`config.mk`:
```
export PLATFORM = sky130hd
export DESIGN_NAME = mac8_sequencer
export DESIGN_NICKNAME = d
export VERILOG_FILES = /design/src/rtl/mac8_sequencer.sv
export SDC_FILE = /design/constraint.sdc
export NUM_CORES = 1
export LEC_CHECK = 0
export CAP_MARGIN = 10
export CORE_MARGIN = 5
export CORE_UTILIZATION = 25
export CTS_CLUSTER_SIZE = 25
export DETAILED_ROUTE_END_ITERATION = 6
export HOLD_SLACK_MARGIN = 0.1
export PLACE_DENSITY_LB_ADDON = 0.2
export RECOVER_POWER = 25
export SLEW_MARGIN = 20
export SYNTH_ARGS = -nofsm -noshare
export SYNTH_HDL_FRONTEND = slang
export SYNTH_SLANG_ARGS = --single-unit
```
`constraint.sdc`:
```
create_clock -name clk -period 3.35 [get_ports clk]
set_input_delay 0.8375 -clock clk [delete_from_list [all_inputs] [get_ports clk]]
set_output_delay 0.8375 -clock clk [all_outputs]
set_load 0.05 [all_outputs]
```
`src/rtl/mac8_sequencer.sv`:
```
// mac8_sequencer
//   Control sequencer for the eight-lane 8x8 signed matrix multiplier.
//   Walks column i of B: eight RAM reads (k = 0..7) feed the MAC lanes,
//   one WAIT cycle lets the last product land, then eight output writes
//   (j = 0..7) drain lane j into C(j,i). Repeats for i = 0..7, then pulses done.
//
// Ports
//   clk, reset_n        clock, asynchronous active-low reset
//   start               run request, sampled only in IDLE
//   a_re, a_addr        RAM A column-word read (address k)
//   b_re, b_addr        RAM B byte read (address 8i+k)
//   mac_en, mac_clr     lane accumulate strobe / load-instead-of-add qualifier
//   out_sel             lane routed to the output RAM
//   c_we, c_addr        output RAM write (address 8i+j)
//   busy, done          run in progress / one-cycle completion pulse
//   clock_count         cycles spent in ACC, WAIT and DRAIN for the last run
module mac8_sequencer #(
    parameter int unsigned COUNT_W = 11
) (
    input  logic               clk,
    input  logic               reset_n,
    input  logic               start,
    output logic               a_re,
    output logic [2:0]         a_addr,
    output logic               b_re,
    output logic [5:0]         b_addr,
    output logic               mac_en,
    output logic               mac_clr,
    output logic [2:0]         out_sel,
    output logic               c_we,
    output logic [5:0]         c_addr,
    output logic               busy,
    output logic               done,
    output logic [COUNT_W-1:0] clock_count
);

    typedef enum logic [2:0] {
        S_IDLE,
        S_ACC,
        S_WAIT,
        S_DRAIN,
        S_DONE
    } state_t;

    state_t               state_q;
    logic [2:0]           i_q, k_q, j_q;
    logic                 a_re_q, b_re_q, mac_en_q, mac_clr_q, c_we_q;
    logic                 busy_q, done_q;
    logic [2:0]           a_addr_q, out_sel_q;
    logic [5:0]           b_addr_q, c_addr_q;
    logic [COUNT_W-1:0]   count_q;

    // Outputs are registered alongside the state: each branch loads the
    // values that belong to the state being entered, so they line up with
    // state_q without any decode after the flops.
    always_ff @(posedge clk or negedge reset_n) begin
        if (!reset_n) begin
            state_q   <= S_IDLE;
            i_q       <= '0;
            k_q       <= '0;
            j_q       <= '0;
            a_re_q    <= 1'b0;
            b_re_q    <= 1'b0;
            a_addr_q  <= '0;
            b_addr_q  <= '0;
            mac_en_q  <= 1'b0;
            mac_clr_q <= 1'b0;
            c_we_q    <= 1'b0;
            c_addr_q  <= '0;
            out_sel_q <= '0;
            busy_q    <= 1'b0;
            done_q    <= 1'b0;
            count_q   <= '0;
        end else begin
            // Lane strobes trail the read by one cycle (RAM read latency).
            mac_en_q  <= (state_q == S_ACC);
            mac_clr_q <= (state_q == S_ACC) && (k_q == 3'd0);

            a_re_q    <= 1'b0;
            b_re_q    <= 1'b0;
            a_addr_q  <= '0;
            b_addr_q  <= '0;
            c_we_q    <= 1'b0;
            c_addr_q  <= '0;
            out_sel_q <= '0;
            done_q    <= 1'b0;

            case (state_q)
                S_IDLE: begin
                    if (start) begin
                        state_q <= S_ACC;
                        count_q <= '0;
                        i_q     <= '0;
                        k_q     <= '0;
                        a_re_q  <= 1'b1;
                        b_re_q  <= 1'b1;
                        busy_q  <= 1'b1;
                    end
                end
                S_ACC: begin
                    count_q <= count_q + COUNT_W'(1);
                    if (k_q == 3'd7) begin
                        state_q <= S_WAIT;
                        k_q     <= '0;
                    end else begin
                        k_q      <= k_q + 3'd1;
                        a_re_q   <= 1'b1;
                        b_re_q   <= 1'b1;
                        a_addr_q <= k_q + 3'd1;
                        b_addr_q <= {i_q, k_q + 3'd1};
                    end
                end
                S_WAIT: begin
                    count_q  <= count_q + COUNT_W'(1);
                    state_q  <= S_DRAIN;
                    j_q      <= '0;
                    c_we_q   <= 1'b1;
                    c_addr_q <= {i_q, 3'd0};
                end
                S_DRAIN: begin
                    count_q <= count_q + COUNT_W'(1);
                    if (j_q == 3'd7) begin
                        j_q <= '0;
                        if (i_q == 3'd7) begin
                            state_q <= S_DONE;
                            done_q  <= 1'b1;
                        end else begin
                            state_q  <= S_ACC;
                            i_q      <= i_q + 3'd1;
                            k_q      <= '0;
                            a_re_q   <= 1'b1;
                            b_re_q   <= 1'b1;
                            b_addr_q <= {i_q + 3'd1, 3'd0};
                        end
                    end else begin
                        j_q       <= j_q + 3'd1;
                        c_we_q    <= 1'b1;
                        c_addr_q  <= {i_q, j_q + 3'd1};
                        out_sel_q <= j_q + 3'd1;
                    end
                end
                S_DONE: begin
                    state_q <= S_IDLE;
                    busy_q  <= 1'b0;
                end
                default: begin
                    state_q <= S_IDLE;
                    busy_q  <= 1'b0;
                end
            endcase
        end
    end

    assign a_re        = a_re_q;
    assign a_addr      = a_addr_q;
    assign b_re        = b_re_q;
    assign b_addr      = b_addr_q;
    assign mac_en      = mac_en_q;
    assign mac_clr     = mac_clr_q;
    assign out_sel     = out_sel_q;
    assign c_we        = c_we_q;
    assign c_addr      = c_addr_q;
    assign busy        = busy_q;
    assign done        = done_q;
    assign clock_count = count_q;

endmodule

```
==> reports/qor.yml, run 1 <==
status:
  status: "completed"
sta:
  post-route-min-period_ps: 2530
  setup_viol: 0
  skew_ps: 10.2
  timing.slew.headroom_pct: 22.5
  final_max_slew_viol_count: 0
  final.period_utilization_pct: 75.6
  finalSetupTns_ps: 0
  hold_ws_ps: 487
  max_slew.worst_pin.slew_ps: 1160
  hold_viol: 0
  grt_setup_unrepaired: "no"
  fmax_mhz: 395
cts:
  clock_sinks: 47
  clock_path_buffers: 2
  clk-insertion-delay-late_ps: 300
  cts_tree: "yes"
  cts_max_level: 2
  clockRootBuffer: "clkbuf_8"
  cts_buffers: 5
  clk_pin_slew_ps: 90
  ctsResizeCount: 0
  cts_setup_buffers: 0
  cts_hold_buf: 0
global_route:
  grt_pass1_vias: 1528
  grt_pass1_wl_mm: 7.72
  grt.overflow.total: 0
  grt_start_max_net_pins: 48
  grt_usage_pct: 9.37
  antenna_found_initial: 0
worst_hold_path:
  hp-start: "j_q[1]"
  hold_depth: 1
  whs_endpoint: "j_q[1]"
  hold_path_class: "reg2reg"
synth:
  synth_edf_count: 0
  ys_warn_count: 0
  synth_top_family_by_area: "simple AND/OR/NAND/NOR gates"
  synth-seq-cells: 47
  async_reset_ff_share_pct: 100
  synth_compound_area_share_pct: 9.39
  synth_cells: 190
  synth-simple-area-share_pct: 21.3
  syn_area_mm2: 0.00215
  syn_avg_cell_area_um2: 11.3
  muxShareOfSynthArea_pct: 4.78
  ys_types: 43
  ys.flop_type: "dfrtp_1"
  syn_nets: 203
  synthXorXnorAreaFrac_pct: 0
  synthAdderAreaFrac_pct: 5.83
  synth_seq_area_share_pct: 54.8
setup_path:
  path_max_fanout: 10
  path_class: "reg2out"
  start_kind: "flip-flop"
  worst_ep_arrival_time_ps: 1690
  path_cells: "clkdlybuf4s50_1"
  r2r-start: "state_q[2]"
  worstPathRequired_ps: 2510
  r2r_setup_slack_ps: 1410
  critPathMaxStageDelay_ps: 870
  cp_top_family: "buffers and inverters"
  crit_slowest_cell: "clkdlybuf4s50_1"
  end_kind: "primary output"
  rr_endpoint: "b_re"
  reg2regPathDepth: 3
  path_buf_inv: 1
finish:
  final_util_pct: 32.3
  fill_cells: 859
  final_nets: 238
  seq_area_mm2: 0.00118
  syn_to_final_growth_pct: 25.0
  fin_cells: 331
  drive_gt1_share_pct: 7.08
  diodes: 0
  multi_input_area_um2: 886
run:
  maxCapViolations: 0
route:
  post-route-drc-count: 0
  vias: 1485
  wl_mm: 4.45
  wl_per_cell_um: 13.5
  avgViaCountPerCell: 4.49
  firstDrtPassIters: 4
  drtIter0Drc: 55
  final_antenna_net_count: 0
place:
  place_congestion: 0.722
  port_buffers: 38
  detailed_place_hpwl_mm: 3.16
  dp_cells: 323
die:
  die_area_mm2: 0.0105
  chipHeight_um: 103
  num_rows: 33
  start_util_pct: 25.9
  die_width_um: 103
  fp.coreArea_mm2: 0.00830
  io_pins: 39
registers in the layout (all words and copies together) (netlist names):
register / cells
clock_count: 11
b_addr: 6
c_addr: 6
a_addr: 3
i_q: 3
j_q: 3
k_q: 3
out_sel: 3
state_q: 3
b_re: 1
busy: 1
c_we: 1
done: 1
mac_clr: 1
mac_en: 1
how the worst max path moves through the flow:
stage	start	to	cells after the start
final	clock_count[4]	clock_count[4]	1
after global routing	clock_count[4]	clock_count[4]	1
after CTS	clock_count[4]	clock_count[4]	1
after detailed placement	start	i_q[0]	4
after global placement	start	i_q[0]	4
after floorplan	start	i_q[0]	3
layer usage:
layer / vias to the layer above / share of wire (%) / track usage, %
met5: - / 0 / 0
met4: 0 / 1.7 / 3.33
met3: 7 / 5.4 / 2.71
met2: 30 / 48 / 14.8
met1: 714 / 45 / 12.2
li1: 734 / - / -
cells in the mapped netlist, types with 4 or more instances:
cell type,instances,area [um2]
ha_1,10,125
inv_1,8,30.0
buf_2,4,20.0
dfrtp_1,47,1180
nor3_1,4,20.0
a21oi_1,7,35.0
and2_1,13,81.3
nand2_1,9,33.8
nand3_1,7,35.0
nand2b_1,7,43.8
o21ai_0,4,20.0
nor2_1,12,45.0
mux2i_1,8,80.1
cells by family after synthesis:
family                   count (synthesis)
AND/OR/NAND/NOR                         77
AO/OA/AOI/OAI                           28
multiplexers                            10
flip-flops                              47
buffers and inverters                   18
adder cells (fa/ha/maj)                 10
metrics by stage:
step	setup slack (ps)	area, um2
detailed placement	915	2600
CTS	801	2680
global route	719	2680
floorplan	1520	2150
global placement	949	2600
finish	818	2680
placed cells by master, fill, tap and decap left out, types with 3 or more instances in the layout:
| master | instances |
|---|---|
| inv_1 | 8 |
| nand3_1 | 7 |
| a21o_1 | 3 |
| and3_1 | 3 |
| nor2_1 | 12 |
| ha_1 | 10 |
| clkinv_2 | 3 |
| a21oi_1 | 7 |
| nand2b_1 | 7 |
| clkbuf_8 | 5 |
| o21bai_1 | 3 |
| and2_1 | 13 |
| nor3_1 | 4 |
| clkdlybuf4s50_1 | 37 |
| dfrtp_1 | 47 |
| nor4_1 | 3 |
| nand2_1 | 9 |
| mux2i_1 | 8 |
| o2bb2ai_1 | 3 |
| o21ai_0 | 4 |
cell type report:
cell class,count,share of cell area [%]
clock inverter,3,0.560
inverter,8,1.12
sequential,47,43.8
multi-input combinational,125,33.0
clock buffer,5,2.57
timing repair buffer,38,14.0
tap,105,4.90
Power of run 1 is left out: the tool's default activity adds up to more than one toggle a clock period on the data nets, which glitch-free logic cannot reach.
==> run 2: changes to the inputs <==
==> constraint.sdc (replaced) <==
create_clock -name clk -period 2.05 [get_ports clk]
set_input_delay 0.5125 -clock clk [delete_from_list [all_inputs] [get_ports clk]]
set_output_delay 0.5125 -clock clk [all_outputs]
set_load 0.05 [all_outputs]
==> run 2 against run 1 <==
  * Design area rose by 1.2%
  * Critical path depth did not move
  * Via count rose by 3.0%
  * Hold slack got worse by 140 ps
  * Clock-buffer cell count rose by 3
  * Setup slack got worse by 720 ps
  * Global-route usage rose by 0.17 points
  * Non-clock buffer count rose by 9
  * Die area did not move
  * Flip-flop and latch count did not move
  * Largest cell class unchanged
==> reports/qor.yml, run 2 (synthesis gave the netlist of run 1 again) <==
status:
  status: "completed"
global_route:
  grt_pass1_wl_mm: 7.80  # +1.1%
  antenna_found_initial: 0  # unchanged
  grt_pass1_vias: 1564  # +2.4%
  grt.overflow.total: 0  # unchanged
  grt_start_max_net_pins: 21  # -56%
  grt_usage_pct: 9.54  # +0.17 points
finish:
  layout_common_cells: "dfrtp_1 (47), buf_4 (25), clkdlybuf4s50_1 (19), and2_1 (13), nor2_1 (12)"
  syn_to_final_growth_pct: 26.5
  seq_area_mm2: 0.00118  # unchanged
  diodes: 0  # unchanged
  fill_cells: 854  # -0.58%
  drive_gt1_share_pct: 17.4  # +10 points
  final_nets: 247  # +3.8%
  multi_input_area_um2: 886  # unchanged
  largest_reg_flops: 11  # unchanged
  mostFrequentLayoutCell: "dfrtp_1"
  fin_cells: 340  # +2.7%
route:
  avgViaCountPerCell: 4.50  # +0.30%
  vias: 1530  # +3.0%
  drtIter0Drc: 51  # -7.3%
  final_antenna_net_count: 0  # unchanged
  post-route-drc-count: 0  # unchanged
  wl_mm: 4.56  # +2.4%
  wl_per_cell_um: 13.4  # -0.29%
  firstDrtPassIters: 4  # unchanged
cts:
  cts_buffers: 5  # unchanged
  clock_sinks: 47  # unchanged
  cts_hold_buf: 0  # unchanged
  clockRootBuffer: "clkbuf_8"
  cts_setup_buffers: 0  # unchanged
  ctsResizeCount: 0  # unchanged
  clk-insertion-delay-late_ps: 290  # about the same
  cts_tree: "yes"
  clk_pin_slew_ps: 80  # about the same
  cts_max_level: 2  # unchanged
  clock_path_buffers: 2  # unchanged
power_and_ir_drop:
  leakagePower_uw: 0.00128
  powerDensity_mw_per_mm2: 1770
  ir_worst_vdd_mv: 0.423
  p_total_uw: 4810
sta:
  hold_ws_ps: 345  # -142 ps
  final.period_utilization_pct: 95.0
  post-route-min-period_ps: 1950
  hold_viol: 0  # unchanged
  finalSetupTns_ps: 0  # unchanged
  fmax_mhz: 514
  worst_slack_ps: 103  # -715 ps
  final_max_slew_viol_count: 0  # unchanged
  setup_viol: 0  # unchanged
  skew_ps: 5.86  # -4.38 ps
  max_slew.worst_pin.slew_ps: 974  # -189 ps
  grt_setup_unrepaired: "no"
  timing.slew.headroom_pct: 35.1  # +13 points
die:
  num_rows: 33  # unchanged
  die_width_um: 103  # unchanged
  start_util_pct: 25.9  # unchanged
  die_area_mm2: 0.0105  # unchanged
  chipHeight_um: 103  # unchanged
  io_pins: 39  # unchanged
  fp.coreArea_mm2: 0.00830  # unchanged
setup_path:
  path_buf_inv: 1  # unchanged
  start_kind: "flip-flop"
  end_kind: "primary output"
  cp_top_family: "buffers and inverters"
  path_max_fanout: 2  # -8
  crit_slowest_cell: "clkdlybuf4s50_1"
  r2r_setup_slack_ps: 310  # -1100 ps
  r2r-start: "j_q[0]"
  critPathMaxStageDelay_ps: 800  # -70 ps
  worst_ep_arrival_time_ps: 1430  # -260 ps
  reg2regPathDepth: 5  # +2
  rr_endpoint: "b_re"
  path_class: "reg2out"
  path_cells: "clkdlybuf4s50_1"
  worstPathRequired_ps: 1540  # -970 ps
place:
  port_buffers: 38  # unchanged
  place_congestion: 0.725  # +0.35%
  detailed_place_hpwl_mm: 3.35  # +6.2%
  dp_cells: 332  # +2.8%
  pre_cts_slack_ps: 19.3  # -896 ps
run:
  maxCapViolations: 0  # unchanged
worst_hold_path:
  hold_path_class: "in2async"
## run 2: final cells by class
| class | instances | share of cell area, % |
|---|---|---|
| multi-input combinational | 125 | 32.6 |
| inverter | 8 | 1.11 |
| tap | 105 | 4.84 |
| timing repair buffer | 47 | 14.4 |
| clock buffer | 8 | 3.69 |
| sequential | 47 | 43.3 |
## run 2: worst max-delay path by stage
stage	startpoint	endpoint	slack [ps]	cells past startpoint
2_1_floorplan	clock_count[0]	clock_count[6]	320	4
3_3_place_gp	start	i_q[0]	30	4
3_5_place_dp	start	i_q[0]	20	4
4_1_cts	b_re	b_re	80	1
5_1_grt	b_re	b_re	20	1
6_report	b_re	a_re	100	1
## run 2: through the flow
| stage | util [%] | cell area [um2] |
|---|---|---|
| 2_1_floorplan | - | 2150 |
| 3_3_place_gp | 31.6 | 2620 |
| 3_5_place_dp | 31.6 | 2620 |
| 4_1_cts | 32.8 | 2720 |
| 5_1_grt | 32.7 | 2720 |
| 6_report | 32.7 | 2720 |
## run 2: power breakdown
group	leakage (uW)	internal (uW)	switching [uW]
Clock	0.0000515	308	300
Combinational	0.000634	928	1620
Sequential	0.000593	1310	353
Total	0.00128	2540	2270
## run 2: per-layer routing
layer	track usage (%)	vias up	wire, um
li1	-	758	-
met1	12.5	733	2200
met2	15.4	33	2100
met3	2.03	6	186
met4	3.63	0	75
met5	0	-	0
Note: power is estimated with default switching activity, not from simulation.
==> run 3: changes to the inputs <==
--- a/config.mk
+++ b/config.mk
@@ -5,6 +5,7 @@
 export SDC_FILE = /design/constraint.sdc
 export NUM_CORES = 1
 export LEC_CHECK = 0
+export ABC_AREA = 1
 export CAP_MARGIN = 10
 export CORE_MARGIN = 5
 export CORE_UTILIZATION = 25
==> run 3 against run 2 <==
  * Non-clock buffer count is 6 lower
  * Area after synthesis is 2.2% higher
  * Register-to-register slack gained 300 ps
  * First-iteration DRC count shrank 35%
  * Combinational power is 13% lower
  * Global-route usage down 0.38 points
  * Largest power group unchanged
  * Setup slack got worse by 18 ps
  * Critical path type unchanged
  * Hold slack better by 180 ps
  * Critical endpoint unchanged
==> reports/qor.yml, run 3 <==
route:
  drtIter0Drc: 33  # -35%
  vias: 1599  # +4.5%
  avgViaCountPerCell: 4.07  # -9.6%
  post-route-drc-count: 0  # unchanged
  wl_mm: 4.66  # +2.2%
  final_antenna_net_count: 0  # unchanged
  wl_per_cell_um: 11.9  # -12%
  firstDrtPassIters: 4  # unchanged
synth:
  synth_most_common_cell: "nand2_1"
  ys.flop_type: "dfrtp_1"
  ys_warn_count: 0  # unchanged
  netlist_top_cells_area: "dfrtp_1 (54%), nand2_1 (10%), inv_1 (6.0%)"
  synth_edf_count: 0  # unchanged
  synth-seq-cells: 47  # unchanged
  async_reset_ff_share_pct: 100  # unchanged
  synth_seq_area_share_pct: 53.7  # -1.2 points
  syn_area_mm2: 0.00219  # +2.2%
  post-synth-top-area-fraction_pct: 53.7  # -1.2 points
  ys_types: 26  # -40%
  syn_avg_cell_area_um2: 9.13  # -19%
  synthTopCellsByCount: "nand2_1 (59), dfrtp_1 (47), inv_1 (35)"
  synth_top_area_cell: "dfrtp_1"
  syn_nets: 253  # +25%
  synth_cells: 240  # +26%
sta:
  final_max_slew_viol_count: 0  # unchanged
  max_slew.worst_pin.slew_ps: 684  # -290 ps
  fmax_mhz: 509  # -0.93%
  skew_ps: 5.88  # +0.0281 ps
  post-route-min-period_ps: 1970  # +18.2 ps
  setup_viol: 0  # unchanged
  hold_viol: 0  # unchanged
  finalSetupTns_ps: 0  # unchanged
  grt_setup_unrepaired: "no"
  timing.slew.headroom_pct: 54.4  # +19 points
  final.period_utilization_pct: 95.9  # +0.89 points
worst_hold_path:
  whs_endpoint: "i_q[1]"
  hold_depth: 2
  hp-start: "i_q[1]"
  hold_path_class: "reg2reg"
setup_path:
  rr_endpoint: "clock_count[6]"
  r2r_setup_slack_ps: 610  # +300 ps
  crit_slowest_cell: "clkdlybuf4s50_1"
  reg2regPathDepth: 6  # +1
  start_kind: "flip-flop"
  worst_ep_arrival_time_ps: 1450  # +20 ps
  critPathMaxStageDelay_ps: 810  # about the same
  path_cells: "clkdlybuf4s50_1"
  path_buf_inv: 1  # unchanged
  cp_top_family: "buffers and inverters"
  end_kind: "primary output"
  path_class: "reg2out"
  worstPathRequired_ps: 1540  # about the same
  path_max_fanout: 2  # unchanged
  r2r-start: "clock_count[0]"
finish:
  seq_area_mm2: 0.00118  # unchanged
  final_util_pct: 31.9  # -0.85 points
  multi_input_area_um2: 836  # -5.6%
  diodes: 0  # unchanged
  drive_gt1_share_pct: 16.5  # -0.96 points
  mostFrequentLayoutCell: "nand2_1"
  fill_cells: 910  # +6.6%
  layout_common_cells: "nand2_1 (59), dfrtp_1 (47), inv_1 (35), nor2_1 (21), buf_4 (20)"
  syn_to_final_growth_pct: 25.5
  final_nets: 298  # +21%
  largest_reg_flops: 11  # unchanged
cts:
  cts_tree: "yes"
  clock_path_buffers: 2  # unchanged
  cts_max_level: 2  # unchanged
  clock_sinks: 47  # unchanged
  clockRootBuffer: "clkbuf_8"
  clk_pin_slew_ps: 80  # about the same
  cts_buffers: 5  # unchanged
  clk-insertion-delay-late_ps: 290  # about the same
run:
  maxCapViolations: 0  # unchanged
die:
  chipHeight_um: 104  # +0.97%
  io_pins: 39  # unchanged
  start_util_pct: 25.4  # -0.47 points
  num_rows: 34  # +3.0%
  fp.coreArea_mm2: 0.00864  # +4.1%
  die_area_mm2: 0.0107  # +1.9%
  die_width_um: 104  # +0.97%
power_and_ir_drop:
  leakagePower_uw: 0.00142  # +11%
  powerDensity_mw_per_mm2: 1570  # -12%
  p_total_uw: 4310  # -10%
  ir_worst_vdd_mv: 0.456  # +7.8%
place:
  port_buffers: 38  # unchanged
  place_congestion: 0.771  # +6.4%
  detailed_place_hpwl_mm: 3.55  # +5.9%
global_route:
  grt_pass1_wl_mm: 8.17  # +4.7%
  grt_pass1_vias: 1645  # +5.2%
  antenna_found_initial: 0  # unchanged
  grt.overflow.total: 0  # unchanged
  grt_start_max_net_pins: 28  # +33%
  grt_usage_pct: 9.16  # -0.38 points
status:
  status: "completed"
==> run 3: cell types whose count changed after synthesis, moves of 5 or more <==
cell	delta
nand2b_1	-7
nand2_1	+50
nand2_4	+5
nor2_1	+9
and2_1	-13
inv_1	+27
a21oi_1	-7
mux2i_1	-8
o21ai_0	+8
nand3_1	+6
inv_2	+5
==> run 3: cells by family after synthesis <==
logic type / after synthesis / share of synthesized area (%)
adder cells (fa/ha/maj): 10 / 5.71
AO/OA/AOI/OAI: 23 / 6.39
buffers and inverters: 43 / 8.22
XOR/XNOR: 5 / 2.00
flip-flops: 47 / 53.7
AND/OR/NAND/NOR: 112 / 24.0
==> run 3: metal layers <==
layer	wire (um)	track usage (%)
met2	2200	14.4
met3	224	2.86
met4	28	2.53
met1	2210	12.1
met5	0	0
==> run 3: how the worst max path moves through the flow <==
| stage | start | endpoint | cells past startpoint |
|---|---|---|---|
| 3_3_place_gp | start | b_re | 6 |
| 3_5_place_dp | start | b_re | 6 |
| 5_1_grt | b_re | a_re | 1 |
| 4_1_cts | b_re | a_re | 1 |
| 2_1_floorplan | clock_count[0] | clock_count[6] | 6 |
| 6_report | b_re | a_re | 1 |
==> run 3: power by group <==
part           switching (uW)  total [uW]  internal [uW]
registers                 217        1450           1230
clock network             301         659            358
logic                    1530        2210            676
total                    2050        4310           2260
==> run 3: area by class of cell <==
type | count | area share (%)
Sequential cell | 47 | 42.7
Multi-Input combinational cell | 150 | 30.4
Timing Repair Buffer | 41 | 12.8
Inverter | 40 | 5.46
Tap cell | 108 | 4.91
Clock buffer | 6 | 2.64
Clock inverter | 1 | 1.09
==> run 3: through the flow <==
step / cell area, um2 / instances / hold WS (ps) / setup WS, ps
floorplan: 2190 / 240 / 217 / 426
global placement: 2650 / 385 / 385 / 334
detailed placement: 2650 / 385 / 386 / 336
CTS: 2770 / 393 / 519 / 54.1
global route: 2750 / 393 / 566 / 18.0
finish: 2750 / 393 / 524 / 84.7
==> run 3: repair_timing <==
item                                    CTS  global route
hold buffers                              1             0
endpoints found under the setup margin    0             1
buffers inserted                          0             0
gates resized for setup                   0             1
hold endpoints to repair                  6             0
